[config.mk]
export PLATFORM = sky130hd
export DESIGN_NAME = serial_adder_ctrl_flat
export DESIGN_NICKNAME = d
export VERILOG_FILES = /design/src/rtl/serial_adder_ctrl_if.sv /design/src/rtl/serial_adder_ctrl.sv /design/src/flat_wrapper.sv
export SDC_FILE = /design/constraint.sdc
export NUM_CORES = 1
export LEC_CHECK = 0
export ABC_AREA = 0
export ABC_CLOCK_PERIOD_IN_PS = 1830
export BUFFER_PORTS_ARGS = -buffer_cell sky130_fd_sc_hd__buf_2
export CORE_MARGIN = 2
export CORE_UTILIZATION = 54
export CTS_CLUSTER_SIZE = 25
export DETAILED_ROUTE_END_ITERATION = 6
export PLACE_DENSITY = 0.82
export SYNTH_ARGS = -nofsm -noshare
export SYNTH_HDL_FRONTEND = slang
export SYNTH_SLANG_ARGS = --single-unit
export TNS_END_PERCENT = 30
[constraint.sdc]
create_clock -name clk -period 1.83 [get_ports clk]
set_input_delay 0.366 -clock clk [delete_from_list [all_inputs] [get_ports clk]]
set_output_delay 0.366 -clock clk [all_outputs]
set_load 0.05 [all_outputs]
[src/rtl/serial_adder_ctrl_if.sv]
// Request/result bundle between a requester and the bit-serial adder controller.
// The requester drives the operation fields; the controller drives status and result.
interface serial_adder_ctrl_if #(
    parameter int WIDTH = 8
);
    logic             start;
    logic             op_sub;
    logic [WIDTH-1:0] a;
    logic [WIDTH-1:0] b;
    logic             busy;
    logic             done;
    logic [WIDTH-1:0] sum;
    logic             cout;
    logic             ovf;
    logic             zero;

    modport master (
        output start, op_sub, a, b,
        input  busy, done, sum, cout, ovf, zero
    );

    modport slave (
        input  start, op_sub, a, b,
        output busy, done, sum, cout, ovf, zero
    );
endinterface

[src/rtl/serial_adder_ctrl.sv]
// Bit-serial add/subtract controller: one full-adder cell reused LSB first over WIDTH clocks,
// with operand/result shift registers, carry flop, bit counter and start/done handshake.
module serial_adder_ctrl #(
    parameter int WIDTH = 8
) (
    input  logic               clk,
    input  logic               rst_n,
    serial_adder_ctrl_if.slave bus
);
    localparam int            CW   = (WIDTH > 1) ? $clog2(WIDTH) : 1;
    localparam logic [CW-1:0] LAST = CW'(WIDTH - 1);

    typedef enum logic [1:0] {
        S_IDLE = 2'd0,
        S_RUN  = 2'd1,
        S_DONE = 2'd2
    } state_t;

    state_t           r_state;
    state_t           w_state_nxt;

    logic [WIDTH-1:0] r_a_sr;
    logic [WIDTH-1:0] r_b_sr;
    logic [WIDTH-1:0] r_r_sr;
    logic [CW-1:0]    r_count;
    logic             r_carry;

    logic [WIDTH-1:0] r_sum;
    logic             r_cout;
    logic             r_ovf;
    logic             r_zero;

    logic             w_x;
    logic             w_y;
    logic             w_f;
    logic             w_g;
    logic             w_p;
    logic             w_carry_nxt;
    logic             w_last;
    logic [WIDTH-1:0] w_r_nxt;

    // The shared full-adder cell, fed from bit 0 of the operand shift registers.
    assign w_x         = r_a_sr[0];
    assign w_y         = r_b_sr[0];
    assign w_f         = w_x ^ w_y ^ r_carry;
    assign w_g         = w_x & w_y;
    assign w_p         = w_x | w_y;
    assign w_carry_nxt = w_g | (w_p & r_carry);
    assign w_r_nxt     = {w_f, r_r_sr[WIDTH-1:1]};
    assign w_last      = (r_count == LAST);

    // NOTE: every variable driven here gets a default first, so no path can infer a latch.
    always_comb begin
        w_state_nxt = r_state;
        case (r_state)
            S_IDLE:  if (bus.start) w_state_nxt = S_RUN;
            S_RUN:   if (w_last)    w_state_nxt = S_DONE;
            S_DONE:                 w_state_nxt = S_IDLE;
            default:                w_state_nxt = S_IDLE;
        endcase
    end

    // NOTE: sequential state uses non-blocking assignments so all flops update from pre-edge values.
    always_ff @(posedge clk or negedge rst_n) begin
        if (!rst_n) begin
            r_state <= S_IDLE;
        end else begin
            r_state <= w_state_nxt;
        end
    end

    // NOTE: every datapath flop is reset, so an aborted operation leaves no stale result behind.
    always_ff @(posedge clk or negedge rst_n) begin
        if (!rst_n) begin
            r_a_sr  <= '0;
            r_b_sr  <= '0;
            r_r_sr  <= '0;
            r_count <= '0;
            r_carry <= 1'b0;
            r_sum   <= '0;
            r_cout  <= 1'b0;
            r_ovf   <= 1'b0;
            r_zero  <= 1'b0;
        end else begin
            case (r_state)
                S_IDLE: begin
                    if (bus.start) begin
                        // Subtraction is A + ~B + 1: the +1 enters as the initial carry.
                        r_a_sr  <= bus.a;
                        r_b_sr  <= bus.op_sub ? ~bus.b : bus.b;
                        r_carry <= bus.op_sub;
                        r_count <= '0;
                    end
                end
                S_RUN: begin
                    r_a_sr  <= r_a_sr >> 1;
                    r_b_sr  <= r_b_sr >> 1;
                    r_r_sr  <= w_r_nxt;
                    r_carry <= w_carry_nxt;
                    if (w_last) begin
                        // r_carry is still the carry into the MSB on this edge.
                        r_sum  <= w_r_nxt;
                        r_cout <= w_carry_nxt;
                        r_ovf  <= r_carry ^ w_carry_nxt;
                        r_zero <= (w_r_nxt == '0);
                    end else begin
                        r_count <= r_count + CW'(1);
                    end
                end
                default: begin
                end
            endcase
        end
    end

    assign bus.busy = (r_state != S_IDLE);
    assign bus.done = (r_state == S_DONE);
    assign bus.sum  = r_sum;
    assign bus.cout = r_cout;
    assign bus.ovf  = r_ovf;
    assign bus.zero = r_zero;
endmodule

[src/flat_wrapper.sv]
// flat-port wrapper written by rule: the top's interface ports become plain ports
module serial_adder_ctrl_flat 
#(
    parameter int WIDTH = 8
)
  (clk, rst_n, bus_start, bus_op_sub, bus_a, bus_b, bus_busy, bus_done, bus_sum, bus_cout, bus_ovf, bus_zero);
  serial_adder_ctrl_if #(.WIDTH(WIDTH)) bus_i ();
  input  logic clk;
  input  logic rst_n;
  input wire logic [$bits(bus_i.start)-1:0] bus_start;
  input wire logic [$bits(bus_i.op_sub)-1:0] bus_op_sub;
  input wire logic [$bits(bus_i.a)-1:0] bus_a;
  input wire logic [$bits(bus_i.b)-1:0] bus_b;
  output wire logic [$bits(bus_i.busy)-1:0] bus_busy;
  output wire logic [$bits(bus_i.done)-1:0] bus_done;
  output wire logic [$bits(bus_i.sum)-1:0] bus_sum;
  output wire logic [$bits(bus_i.cout)-1:0] bus_cout;
  output wire logic [$bits(bus_i.ovf)-1:0] bus_ovf;
  output wire logic [$bits(bus_i.zero)-1:0] bus_zero;
  assign bus_i.start = bus_start;
  assign bus_i.op_sub = bus_op_sub;
  assign bus_i.a = bus_a;
  assign bus_i.b = bus_b;
  assign bus_busy = bus_i.busy;
  assign bus_done = bus_i.done;
  assign bus_sum = bus_i.sum;
  assign bus_cout = bus_i.cout;
  assign bus_ovf = bus_i.ovf;
  assign bus_zero = bus_i.zero;
  serial_adder_ctrl #(.WIDTH(WIDTH)) u_core (.clk(clk), .rst_n(rst_n), .bus(bus_i));
endmodule
==> flow_summary.ini <==
[run_status]
status = finished, final reports clean

[grt]
antenna_found_initial = 0
grt_pass1_wl_um = 6120
gr-total-overflow = 0
grt_max_degree = 22
track_usage_pct = 20.05
grt_pass1_vias = 1387

[place]
place_inst = 236
hpwlAfterDp_um = 2653
portBuffers = 32
place_ws_ps = 240.5
gp_congestion = 0.8096

[power]
power_density_nw_per_um2 = 1751
p_leak_uw = 0.001129
totalPowerFinal_uw = 3856
vdd_drop_max_mv = 0.9531

[yosys]
synth_top_flop_cell = dfrtp_1
synth_cell_type_count = 30
yosysSeqAreaShare_pct = 54.24
async_flop_share_pct = 100.0
synth_area_per_cell_um2 = 11.53
syn_inst = 160
syn-num-nets = 183
ys_warn_count = 0
synth-edff-count = 0
synth_seq_cells = 40
synthesis.area_um2 = 1846

[routing]
route.met2.wl_um = 1871
viasPerCell = 5.466
wl_met1_um = 1461
wl_met3_um = 142
drt.antenna.violating_nets = 0
top_layer = met4
route.detailed.drc = 0
drt_wl_total_um = 3538
vias = 1350
drt_iter0_markers = 76
wl_per_cell_um = 14.32
first_pass_iters = 4

[final_layout]
multi_input_area_um2 = 782.0
final_util_pct = 66.52
drive_gt1_share_pct = 29.85
register_area_um2 = 1003
syn2layout_area_growth_pct = 19.32
fin_nets = 223
fillers = 269
n_antenna_cell = 0
final_cells = 247

[cts]
cts_buffers = 5
cts_tree = yes
clock-sinks = 40
cts_buffer_depth = 2
cts_root_buf = clkbuf_4
clk_latency_ps = 340
cts_max_level = 2
clk_pin_slew_worst_paths_ps = 120

[die]
core_area_um2 = 3311
rows = 21
die_x_um = 62.46
dieArea_um2 = 3901
initial_core_util_pct = 55.74
io-pin-count = 33
die_h_um = 62.46

[run]
cap_violations = 0

[sta]
setup_slack_ps = 122.0
final-setup-viol-count = 0
period_minus_slack_ps = 1708
worst_pin_slew_ps = 546.9
slew_headroom_pct = 63.47
hold_viol = 0
rsz0062_at_grt = false
final_max_slew_viol_count = 0
setup_tns_ps = 0
finalCritPeriodShare_pct = 93.33
fmax_mhz = 585.5
finClkSkew_ps = 8.602

[worst_setup_path]
slowest_stage = dfrtp_2
critPathBufInv = 2
arrival_ps = 1340
endpoint_kind = output pin
crit_fanout = 9
critPathKind = flip-flop to output pin
cp.required_ps = 1460
crit_chain = buf_4 -> nor2b_1 -> clkbuf_4
worstSetupStartpointType = flip-flop
cpPeakStageDelay_ps = 480
cp_top_family = flip-flops

[min_path]
hold_class = input pin to flip-flop
-- final timing paths --
check | slack (ps) | depth (start not counted) | from | endpoint
hold reg to reg | 500 | 2 | u_core.bus.ovf | u_core.bus.ovf
setup reg to reg | 220 | 4 | u_core.r_count[0] | u_core.bus.sum[3]
max in group asynchronous | 850 | 3 | rst_n | u_core.r_state[1]
hold / removal | 240 | 3 | bus_a[7] | u_core.r_a_sr[7]
min in group asynchronous | 500 | 2 | rst_n | u_core.r_count[0]
setup / recovery | 120 | 3 | u_core.r_state[0] | bus_done
-- where the power goes --
part	switching [uW]	internal, uW	leakage [uW]
Combinational	1010	684	0.000570
Clock	281	363	0.0000515
Sequential	264	1250	0.000508
Total	1560	2300	0.00113
-- sequential cells by signal (all words and copies together) (netlist names) --
name,cells
u_core.r_r_sr,7
u_core.r_state,2
u_core.bus.sum,8
u_core.r_count,3
u_core.bus.cout,1
u_core.r_b_sr,8
u_core.r_carry,1
u_core.r_a_sr,8
u_core.bus.zero,1
u_core.bus.ovf,1
-- logic make-up after synthesis --
| family | after synthesis | share of synthesized area (%) |
|---|---|---|
| multiplexers | 10 | 7.118 |
| AO/OA/AOI/OAI | 34 | 13.56 |
| adder cells (fa/ha/maj) | 3 | 2.441 |
| AND/OR/NAND/NOR | 53 | 14.98 |
| XOR/XNOR | 9 | 4.271 |
| buffers and inverters | 11 | 3.390 |
| flip-flops | 40 | 54.24 |
-- per-stage QoR --
stage	instance area [um^2]	hold slack, ps
floorplan	1846	70.41
detailed placement	2077	350.3
global placement	2077	340.6
finish	2202	237.4
global route	2202	241.0
CTS	2182	231.7
-- final cells by class --
cell class                 count  area share [%]
clock buffer                   7           2.955
clock inverter                 1           1.364
inverter                       1          0.1705
multi-input combinational    109           35.51
sequential                    40           45.57
tap                           46           2.614
timing repair buffer          43           11.82
-- cells in the final DEF (no fill, tap or decap) --
master,synthesis,layout
nor4_1,2,2
nand2_1,34,34
dfrtp_1,40,38
bufinv_16,0,1
o21bai_1,1,1
and2b_1,1,1
ha_1,2,2
dlygate4sd3_1,0,1
mux2_4,5,5
o21ai_0,8,8
and3b_1,7,7
buf_4,1,9
a21oi_1,1,1
fa_1,1,1
mux2_1,4,4
clkbuf_8,0,2
a22o_1,6,6
or2_1,1,1
xor2_1,8,8
nor2_2,1,1
nand3b_4,1,1
o21ai_1,3,3
dfrtp_2,0,2
buf_12,0,1
a22oi_1,8,8
nor2b_1,2,2
mux2_2,1,1
a221o_1,7,7
nand2b_1,3,3
inv_1,1,1
xnor2_1,1,1
buf_2,6,31
nor2_1,1,1
clkbuf_4,0,6
-- what timing repair did --
action	in CTS	in global routing
endpoints found under the setup margin	0	1
gates resized for setup	0	3
setup buffers	0	2
endpoints found under the hold margin	19	0
hold buffers	1	0
-- per-layer routing --
layer  GRT usage, %  vias up
met1          22.72      666
met2          36.02       36
met3          4.324        6
met4          9.167        0
met5              0        -
li1               -      642
-- worst min-delay path: cells and delay by family --
kind,cells,cell delay [ps]
and+or+nand+nor,1,50
buffers and inverters,1,90
AOI/OAI and AO/OA,1,50
-- synth_stat cells (2+ instances only) --
master	count	share of area, %
nand2b_1	3	1.0
a22oi_1	8	3.3
mux2_1	4	2.4
mux2_4	5	4.1
dfrtp_1	40	54
o21ai_1	3	0.81
ha_1	2	1.4
o21ai_0	8	2.2
a221o_1	7	3.8
xor2_1	8	3.8
and3b_1	7	3.3
nor2b_1	2	0.68
clkbuf_2	2	0.54
a22o_1	6	2.8
nor4_1	2	0.68
buf_2	6	1.6
nand2_1	34	6.9
Note: power is estimated with default switching activity, not from simulation.
